`src/rtl/fifo_pkg.sv`:
```
// Shared definitions for the FIFO drain controller: default widths, buffer
// depths, the drain FSM state type and the read-room helper.
package fifo_pkg;

  localparam int DATA_W_DEFAULT = 8;
  localparam int FIFO_DEPTH     = 4;
  localparam int SKID_DEPTH     = 2;

  typedef enum logic [1:0] {
    IDLE = 2'd0,
    RUN  = 2'd1,
    STOP = 2'd2
  } drain_state_e;

  // True when a read issued now still has a guaranteed landing slot.
  // A word popped this cycle frees its slot for the word that will
  // arrive one cycle after the read.
  function automatic logic read_room(
    input logic [1:0] occ,
    input logic       inflight,
    input logic       transfer,
    input int         depth
  );
    int free_slots;
    free_slots = depth - int'(occ) - int'(inflight) + int'(transfer);
    return (free_slots > 0);
  endfunction

endpackage

```
`src/rtl/stream_skid2.sv`:
```
// Two-entry ordered output buffer. Entry 0 is always the head; a push with
// simultaneous pop shifts the queue so order is preserved.
module stream_skid2
  import fifo_pkg::*;
#(
  parameter int DATA_W = DATA_W_DEFAULT
) (
  input  logic              clk,
  input  logic              rst_n,
  input  logic              push,
  input  logic [DATA_W-1:0] push_data,
  input  logic              pop,
  output logic [1:0]        occ,
  output logic [DATA_W-1:0] head
);

  logic [DATA_W-1:0] entry0;
  logic [DATA_W-1:0] entry1;
  logic              do_push;
  logic              do_pop;

  // Qualify push/pop so an empty pop or a full push can never corrupt state.
  always_comb begin
    do_pop  = pop && (occ != 2'd0);
    do_push = push && ((occ != 2'(SKID_DEPTH)) || do_pop);
  end

  // Buffer storage and occupancy; entries are cleared on reset so the head
  // reads as zero until the first word arrives.
  always_ff @(posedge clk or negedge rst_n) begin
    if (!rst_n) begin
      occ    <= 2'd0;
      entry0 <= '0;
      entry1 <= '0;
    end else begin
      case ({do_push, do_pop})
        2'b10: begin
          if (occ == 2'd0) begin
            entry0 <= push_data;
          end else begin
            entry1 <= push_data;
          end
          occ <= occ + 2'd1;
        end
        2'b01: begin
          entry0 <= entry1;
          occ    <= occ - 2'd1;
        end
        2'b11: begin
          if (occ == 2'd1) begin
            entry0 <= push_data;
          end else begin
            entry0 <= entry1;
            entry1 <= push_data;
          end
        end
        default: begin
          occ <= occ;
        end
      endcase
    end
  end

  assign head = entry0;

endmodule

```
`src/rtl/fifo_drain_ctrl.sv`:
```
// Drains an upstream FIFO with one-cycle read latency into a 2-entry output
// buffer with valid/ready handshake. Reads are only issued when a slot is
// guaranteed for the returning word, so the buffer can never overflow.
module fifo_drain_ctrl
  import fifo_pkg::*;
#(
  parameter int DATA_W     = DATA_W_DEFAULT,
  parameter int SKID_DEPTH = fifo_pkg::SKID_DEPTH
) (
  input  logic              clk,
  input  logic              rst_n,
  input  logic              enable,
  input  logic              fifo_empty,
  output logic              fifo_rd_en,
  input  logic [DATA_W-1:0] fifo_rd_data,
  output logic              m_valid,
  output logic [DATA_W-1:0] m_data,
  input  logic              m_ready,
  output logic              busy,
  output logic [15:0]       drain_count,
  output logic              err_rd_empty
);

  drain_state_e      state;
  drain_state_e      state_next;
  logic              inflight;
  logic              transfer;
  logic [1:0]        occ;
  logic [DATA_W-1:0] head;

  stream_skid2 #(
    .DATA_W (DATA_W)
  ) u_skid (
    .clk       (clk),
    .rst_n     (rst_n),
    .push      (inflight),
    .push_data (fifo_rd_data),
    .pop       (transfer),
    .occ       (occ),
    .head      (head)
  );

  assign m_valid = (occ != 2'd0);
  assign m_data  = head;
  assign busy    = (occ != 2'd0) || inflight;

  // Handshake and read issue; a read is only allowed with a free landing slot.
  always_comb begin
    transfer   = m_valid && m_ready;
    fifo_rd_en = (state == RUN) && !fifo_empty &&
                 read_room(occ, inflight, transfer, SKID_DEPTH);
  end

  // Drain FSM next state: resume wins over returning to idle in STOP.
  always_comb begin
    state_next = state;
    case (state)
      IDLE: begin
        if (enable) begin
          state_next = RUN;
        end
      end
      RUN: begin
        if (!enable) begin
          state_next = STOP;
        end
      end
      STOP: begin
        if (enable) begin
          state_next = RUN;
        end else if ((occ == 2'd0) && !inflight) begin
          state_next = IDLE;
        end
      end
      default: begin
        state_next = IDLE;
      end
    endcase
  end

  // FSM state register.
  always_ff @(posedge clk or negedge rst_n) begin
    if (!rst_n) begin
      state <= IDLE;
    end else begin
      state <= state_next;
    end
  end

  // A read this cycle means FIFO data is valid next cycle.
  always_ff @(posedge clk or negedge rst_n) begin
    if (!rst_n) begin
      inflight <= 1'b0;
    end else begin
      inflight <= fifo_rd_en;
    end
  end

  // Saturating count of words handed downstream.
  always_ff @(posedge clk or negedge rst_n) begin
    if (!rst_n) begin
      drain_count <= 16'd0;
    end else if (transfer && (drain_count != 16'hFFFF)) begin
      drain_count <= drain_count + 16'd1;
    end
  end

  // Sticky flag for a read strobe presented to an empty FIFO.
  always_ff @(posedge clk or negedge rst_n) begin
    if (!rst_n) begin
      err_rd_empty <= 1'b0;
    end else if (fifo_rd_en && fifo_empty) begin
      err_rd_empty <= 1'b1;
    end
  end

endmodule

```
`config.mk`:
```
export PLATFORM = sky130hd
export DESIGN_NAME = fifo_drain_ctrl
export DESIGN_NICKNAME = d
export VERILOG_FILES = /design/src/rtl/fifo_pkg.sv /design/src/rtl/stream_skid2.sv /design/src/rtl/fifo_drain_ctrl.sv
export SDC_FILE = /design/constraint.sdc
export NUM_CORES = 1
export LEC_CHECK = 0
export CAP_MARGIN = 25
export CORE_MARGIN = 4
export CORE_UTILIZATION = 45
export CTS_BUF_LIST = sky130_fd_sc_hd__clkbuf_4 sky130_fd_sc_hd__clkbuf_8
export DETAILED_ROUTE_END_ITERATION = 8
export PLACE_DENSITY = 0.7
export SKIP_CTS_REPAIR_TIMING = 1
export SKIP_LAST_GASP = 1
export SYNTH_ARGS = -nofsm -noshare
export SYNTH_HDL_FRONTEND = slang
export SYNTH_SLANG_ARGS = --single-unit
```
`constraint.sdc`:
```
create_clock -name clk -period 2.7 [get_ports clk]
set_input_delay 0.405 -clock clk [delete_from_list [all_inputs] [get_ports clk]]
set_output_delay 0.405 -clock clk [all_outputs]
set_load 0.05 [all_outputs]
```
Word level (Yosys, flattened, before mapping):

Cells that the tools add are included.

* bits in latches: 0
* memories kept: 0
* output and inout bits: 28
* ROM bits: 0
* bits in registers: 38
* memory bits (writable): 0
* logic and storage cells: 61
* input bits: 13

* bitwise operators: 0
* reduce and logical (&&, ||, !) cells: 21
* mux-type cells: 12
* divide/modulo/power cells: 0
* equality and inequality tests: 14
* shifts and indexed selects: 0
* order comparisons: 1
* multipliers: 0
* add/subtract/negate cells: 6

Operators with widths (count)
* 8-bit two-way mux: 4
* 8-bit case mux with 3 select lines: 1
* 16-bit by 1-bit adder with 16-bit output, second input constant: 1
* 16-bit != test, second input constant: 1
* 8-bit case mux with 2 select lines: 1
* 2-bit != test, second input constant: 6
* 1-bit logical AND: 8
* 2-bit two-way mux: 4
* 2-bit by 1-bit == test with 1-bit output, second input constant: 3
* 2-bit == test, second input constant: 3
* 2-bit case mux with 3 select lines: 1
* 3-bit AND reduction: 2
* 2-bit nonzero test: 3
* 4-bit by 2-bit adder with 5-bit output: 1
* 5-bit by 1-bit > comparator with 1-bit output, second input constant: 1
* 2-bit zero test: 2
* 2-bit case mux with 2 select lines: 1
* 3-bit by 2-bit subtractor with 4-bit output: 1
* 3-bit != test, second input constant: 1
* 3-bit nonzero test: 1
* 2-bit by 2-bit subtractor with 3-bit output, first input constant: 1
* 2-bit by 1-bit adder with 2-bit output, second input constant: 1
* 1-bit zero test: 2
* 1-bit logical OR: 2
* 2 further kinds: 2

Depth between registers and ports, before layout:

* depth in word-level cells: 8
* depth in mapped cells: 12
* mapped depth without buffers: 12

Modules after synthesis:

From an unflattened synthesis, not the netlist that was laid out.

* cells, all modules: 184
* area, all modules: 2118.3 um^2

Modules (own cells, without submodules)
* fifo_drain_ctrl: seq. area each 500.5 um^2, cells each 99, area an instance 1148.6 um^2, instances 1
* stream_skid2: seq. area each 450.4 um^2, cells each 85, area an instance 969.7 um^2, instances 1

Worst setup path before layout:

OpenSTA, ideal clock, no wires.

* path kind: reg2out
* start: register u_skid.occ[0]
* end: output port fifo_rd_en
* slack: -0.739 ns
* stages on the path, launching flop included: 13
* arrival time: 3.034 ns
* buffers on the path: 0
* required time: 2.295 ns
* cells stage by stage: dfrtp_1 inv_1 ha_1 inv_1 nand2_1 clkinv_1 ha_1 inv_1 fa_1 inv_1 ha_1 o21ai_0 a31oi_1

* word-level cells in the longest chain between the ends: 5
* elaborated cells between the ends (all ways): 7
* classes of those cells: add/sub (3); order compare (1); reduce/logical (3)

Ends and longest elaborated chain
* start, declared: line stream_skid2.sv:13 `output logic [1:0] occ,`
* start signal, assigned: line stream_skid2.sv:43 `occ <= occ + 2'd1;`
* start signal, assigned: line stream_skid2.sv:47 `occ <= occ - 2'd1;`
* 2-bit nonzero test: line fifo_drain_ctrl.sv:43 `assign m_valid = (occ != 2'd0);`
* net m_valid: line fifo_drain_ctrl.sv:16 `output logic m_valid,`
* 1-bit logical AND: line fifo_drain_ctrl.sv:49 `transfer = m_valid && m_ready;`
* 4-bit by 2-bit adder with 5-bit output: line fifo_pkg.sv:25 `free_slots = depth - int'(occ) - int'(inflight) + int'(transfer);`
* 5-bit by 1-bit > comparator with 1-bit output: line fifo_pkg.sv:26 `return (free_slots > 0);`
* 1-bit logical AND: line fifo_drain_ctrl.sv:50 `fifo_rd_en = (state == RUN) && !fifo_empty &&`
* end, declared: line fifo_drain_ctrl.sv:14 `output logic fifo_rd_en,`

The timed path passes the listed nets, and every way through them passes these cells.

Worst setup path after layout:

* start: register u_skid.occ[1]
* end: output port fifo_rd_en

* word-level cells in the longest chain between the ends: 5
* elaborated cells between the ends (all ways): 7
* classes of those cells: add/sub (3); order compare (1); reduce/logical (3)

Ends and longest elaborated chain (line)
* 2-bit by 2-bit subtractor with 3-bit output or 2-bit nonzero test (tied branches): fifo_pkg.sv:25, fifo_drain_ctrl.sv:43
* 3-bit by 2-bit subtractor with 4-bit output or 1-bit logical AND (tied branches): fifo_pkg.sv:25, fifo_drain_ctrl.sv:49
* 4-bit by 2-bit adder with 5-bit output (*): fifo_pkg.sv:25
* 5-bit by 1-bit > comparator with 1-bit output (*): fifo_pkg.sv:26
* 1-bit logical AND (*): fifo_drain_ctrl.sv:50

Every way passes the cells marked *; elsewhere a longest branch is shown, timed or not.

==> results.md <==
- After layout, the design draws a total of between 3 and 4 mW.
- The launch point of the critical path is u_skid.occ[1].
- Sequential cells were found to cover 51.25% of the synthesized design area.
- The area enclosed by the die boundary is roughly 5200 sq um.
- The tightest hold path in the finished design has a slack of about 0.2 ns.
- For this run, the number of Yosys warnings is 0.
- The post-synthesis simple-gate area fraction is between 10% and 20%.
- The pre-antenna-repair detailed-routing pass consisted of 4 iterations.
- The startpoint identified for the worst register-to-register timing path is u_skid.occ[1].
- Entering global routing, the biggest net connects 39 pins.
- The final period utilization is 101.4%.
- The capture point of the worst path is fifo_rd_en.
- Setup violations remaining at the end of the flow were counted as 1.
- The master of the slowest instance on the critical path is sky130_fd_sc_hd__dfrtp_1.
- Compared with the post-synthesis result, the final layout area differs by 40.19%.
- The later pin in the worst-skew pair is clocked with a latency of roughly 0.29 ns.
- The complex-gate fraction of the synthesized area is under 10%.
- The wire length per cell is 15.07 um.
- The worst setup path is captured at an output pin.
- The maximum clock frequency is ~0.37 GHz.
- The layout net count is roughly 250.
- The cell count after synthesis came out at approximately 170.
- Global routing used between 10% and 20% of the available tracks.
- Fill cells in the final layout number around 320.
- The detailed router's first-iteration violation count is 55.
- The number of global-route vias before repair is 1445.
- The post-route netlist has between 20% and 30% of its cells at a drive strength greater than 1.
- The pre-CTS setup slack is -0.05320 ns.
- The die extent in y is just over 70 um.
- The number of synthesized register bits is 38.
- The data arrival time at the worst-slack endpoint is around 2.3 ns.
- The CTS sink count is 38.
- The number of max-slew violations in the final report came to 0.
- TritonCTS built the clock tree.
- Across the run, the number of max-cap violations was 0.
- The maximum vdd drop is 0.7070 mV.
- The mean area per synthesized cell is 11.04 sq um.
- The total number of vias is between 1k and 1.5k.
- The adder-cell share of the synthesized area is under 10%.
- In this run the horizontal extent of the chip is between 70 and 80 um.
- Input and output buffers added on the ports amount to 40.
- Dividing the detail-routed via count by the number of cells gives just over 5.
- The final worst clock skew is 0.007863 ns.
- The number of distinct library cell variants in the gate-level netlist after synthesis is 30.
- After detailed routing, the total wire length is 4143 um.
- For this run, the slowest stage of the critical path takes ~0.41 ns.
- After synthesis, the largest family of logic cells by area is simple AND/OR/NAND/NOR gates.
- The required time at the endpoint of the critical path is 2.30 ns.
- The checks that failed: setup timing.
- Setup repair after global routing could not meet its margin everywhere.
- The number of remaining DRC errors is 0.
- The worst-margin pin slew is slightly above 0.8 ns.
- The number of antenna diodes in the final layout is 0.
- The most numerous cell type found on the critical path is sky130_fd_sc_hd__ha_4.
- The mux contribution to synthesized area is 11.13%.
- In this run the critical register-to-register path is captured at u_skid.head[1].
- The number of buffers created by CTS is 5.
- The total negative setup slack is -0.03892 ns.
- The placeable core area is ~4000 sq um.
- Measured in cells, the most critical reg-to-reg path has a length of 10.
- The total number of cells along the worst setup path is 13.
- The worst pin sits at a relative slew slack of a little under half.
- In this run the static leakage power is 1.160 nW.
- The critical path is of the reg -> out type.
- The worst path setup slack after routing is -0.03892 ns.
- just over 40 I/O pins were placed.
- Together, buffers and inverters on the worst path number 6.
- The wire length of the first global-routing pass is 6851 um.
- In this run the worst path has a maximum fanout of 4.
- Counting every net in the synthesized netlist gives 191.
- The antenna violation net count after detailed routing is 0.
- The root buffer selected by CTS is sky130_fd_sc_hd__clkbuf_8.
- The starting density of the core is 46.39%.
- The signal on the critical path passes through inv_2 > ha_4 > clkinvlp_4 > nand2_4 > clkinv_4 > ha_4 > inv_4 > fa_2 > inv_2 > ha_4 > nor2_4 > a31oi_4 > buf_12.
- The number of antenna violations at the first check in global routing is 0.
- Summing every instance area after synthesis gives around 1900 sq um.
- The run finished, with violations left.
- In this run the deepest clock path goes through 2 buffers.
- The number of endpoints with negative hold slack in the final report was 0.
- The cell class contributing the biggest share of worst-path delay is adder cells.
- The smallest clock period supported by the final layout is computed as 2.739 ns.
- The total global routing overflow is 0.
- After clock tree synthesis, the clock-pin slew on the worst setup and hold paths is about 0.080 ns.
- The path category of the worst min-delay check is in -> async.
- For this design the ratio of total power to cell area is 1245 nW/um^2.
- The H-tree was split into 2 levels.
- The routability congestion estimate is between 0.7 and 0.8.
- The type of origin of the critical path is a flip-flop.
- The post-synthesis xor/xnor area fraction is 6.608%.
- Detailed placement ended at an HPWL of about 3000 um.
- In this run the register-to-register setup slack is 0.63 ns.
- In this run the core area contains 23 standard-cell rows.
[worst min-delay path by stage]
stage,from,end,depth (start not counted)
after global placement,err_rd_empty,err_rd_empty,0
after CTS,rst_n,state[1],1
after floorplan,rst_n,drain_count[0],0
after detailed placement,err_rd_empty,err_rd_empty,0
final,rst_n,inflight,1
after global routing,rst_n,inflight,1
[synth_stat cells (all sizes together)]
cell    count  share of area, %
clkbuf      4              0.81
nand3b      2              0.81
a21oi      12               3.2
xor2        5               2.4
nand2      14               2.8
dfrtp      38                51
mux2i       9               4.9
o31ai       1              0.40
o21ai       3              0.81
and4        1              0.47
buf         1              0.61
nor3        2              0.54
mux2       10               6.3
inv         8               1.6
o311ai      1              0.47
fa          2               2.2
nand2b      2              0.67
or4         1              0.61
o21a        1              0.40
and3        3               1.0
nand3       4               1.1
nor2       17               3.4
a21boi      1              0.40
xnor2       9               4.2
nand4       7               2.7
a31oi       1              0.34
clkinv      1              0.20
ha          8               5.4
[worst reg2reg max path, cell delays in order, from the launching register on]
cell,delay [ns]
sky130_fd_sc_hd__dfrtp_1,0.41
sky130_fd_sc_hd__inv_2,0.10
sky130_fd_sc_hd__ha_4,0.16
sky130_fd_sc_hd__clkinvlp_4,0.12
sky130_fd_sc_hd__nand2_4,0.10
sky130_fd_sc_hd__clkinv_4,0.05
sky130_fd_sc_hd__buf_4,0.13
sky130_fd_sc_hd__buf_4,0.15
sky130_fd_sc_hd__nand2_1,0.36
sky130_fd_sc_hd__mux2i_1,0.26
sky130_fd_sc_hd__a21oi_1,0.09
[cell families (layout without fill, tap and decap cells)]
family | Yosys count | after routing
multiplexers | 19 | 19
flip-flops | 38 | 38
XOR/XNOR | 14 | 14
AND/OR/NAND/NOR | 53 | 53
buffers and inverters | 14 | 71
AO/OA/AOI/OAI | 20 | 20
adder cells (fa/ha/maj) | 10 | 10
[cell type report]
class | instances | area, sq um | area share, %
Clock inverter | 3 | 45.04 | 1.732
Inverter | 9 | 45.04 | 1.732
Tap cell | 50 | 62.56 | 2.405
Clock buffer | 5 | 68.82 | 2.646
Multi-Input combinational cell | 116 | 918.4 | 35.31
Timing Repair Buffer | 54 | 510.5 | 19.62
Sequential cell | 38 | 950.9 | 36.56
[registers in the layout, indices dropped and copies added, names as in the netlist]
name and cells:
u_skid.occ 2, drain_count 16, u_skid.head 8, inflight 1
err_rd_empty 1, u_skid.entry1 8, state 2
[through the flow]
stage	instances	instance area, sq um	util, %
floorplan	168	1918	-
global placement	259	2405	60.12
detailed placement	259	2405	60.12
CTS	267	2519	62.97
global route	275	2601	65.03
finish	275	2601	65.03
[layer usage]
layer / up-vias / GRT usage, % / part of all wire [%]
met1: 671 / 21.81 / 42
met2: 40 / 27.60 / 53
li1: 686 / - / -
met5: - / 0 / 0
met4: 0 / 7.307 / 1.4
met3: 5 / 4.155 / 4.2
[placed cells by master, fill, tap and decap left out, drive strengths merged]
| master | instances |
|---|---|
| dfrtp | 38 |
| clkdlybuf4s50 | 38 |
| nor2 | 17 |
| buf | 16 |
| nand2 | 14 |
| a21oi | 12 |
| mux2 | 10 |
| xnor2 | 9 |
| mux2i | 9 |
| ha | 8 |
| nand4 | 7 |
| inv | 7 |
| xor2 | 5 |
| clkbuf | 5 |
| nand3 | 4 |
| clkinvlp | 3 |
| and3 | 3 |
| o21ai | 3 |
| nand2b | 2 |
| nor3 | 2 |
| nand3b | 2 |
| fa | 2 |
| clkinv | 1 |
| o31ai | 1 |
| a31oi | 1 |
| and4 | 1 |
| or4 | 1 |
| o21a | 1 |
| a21boi | 1 |
| o311ai | 1 |
| bufinv | 1 |
[power by group]
| group | internal (mW) | total, mW | switching, mW |
|---|---|---|---|
| Sequential | 0.762 | 0.901 | 0.138 |
| Combinational | 0.776 | 1.85 | 1.08 |
| Clock | 0.275 | 0.485 | 0.210 |
| Total | 1.81 | 3.24 | 1.43 |
No activity file was read; power rests on OpenSTA's default activity.
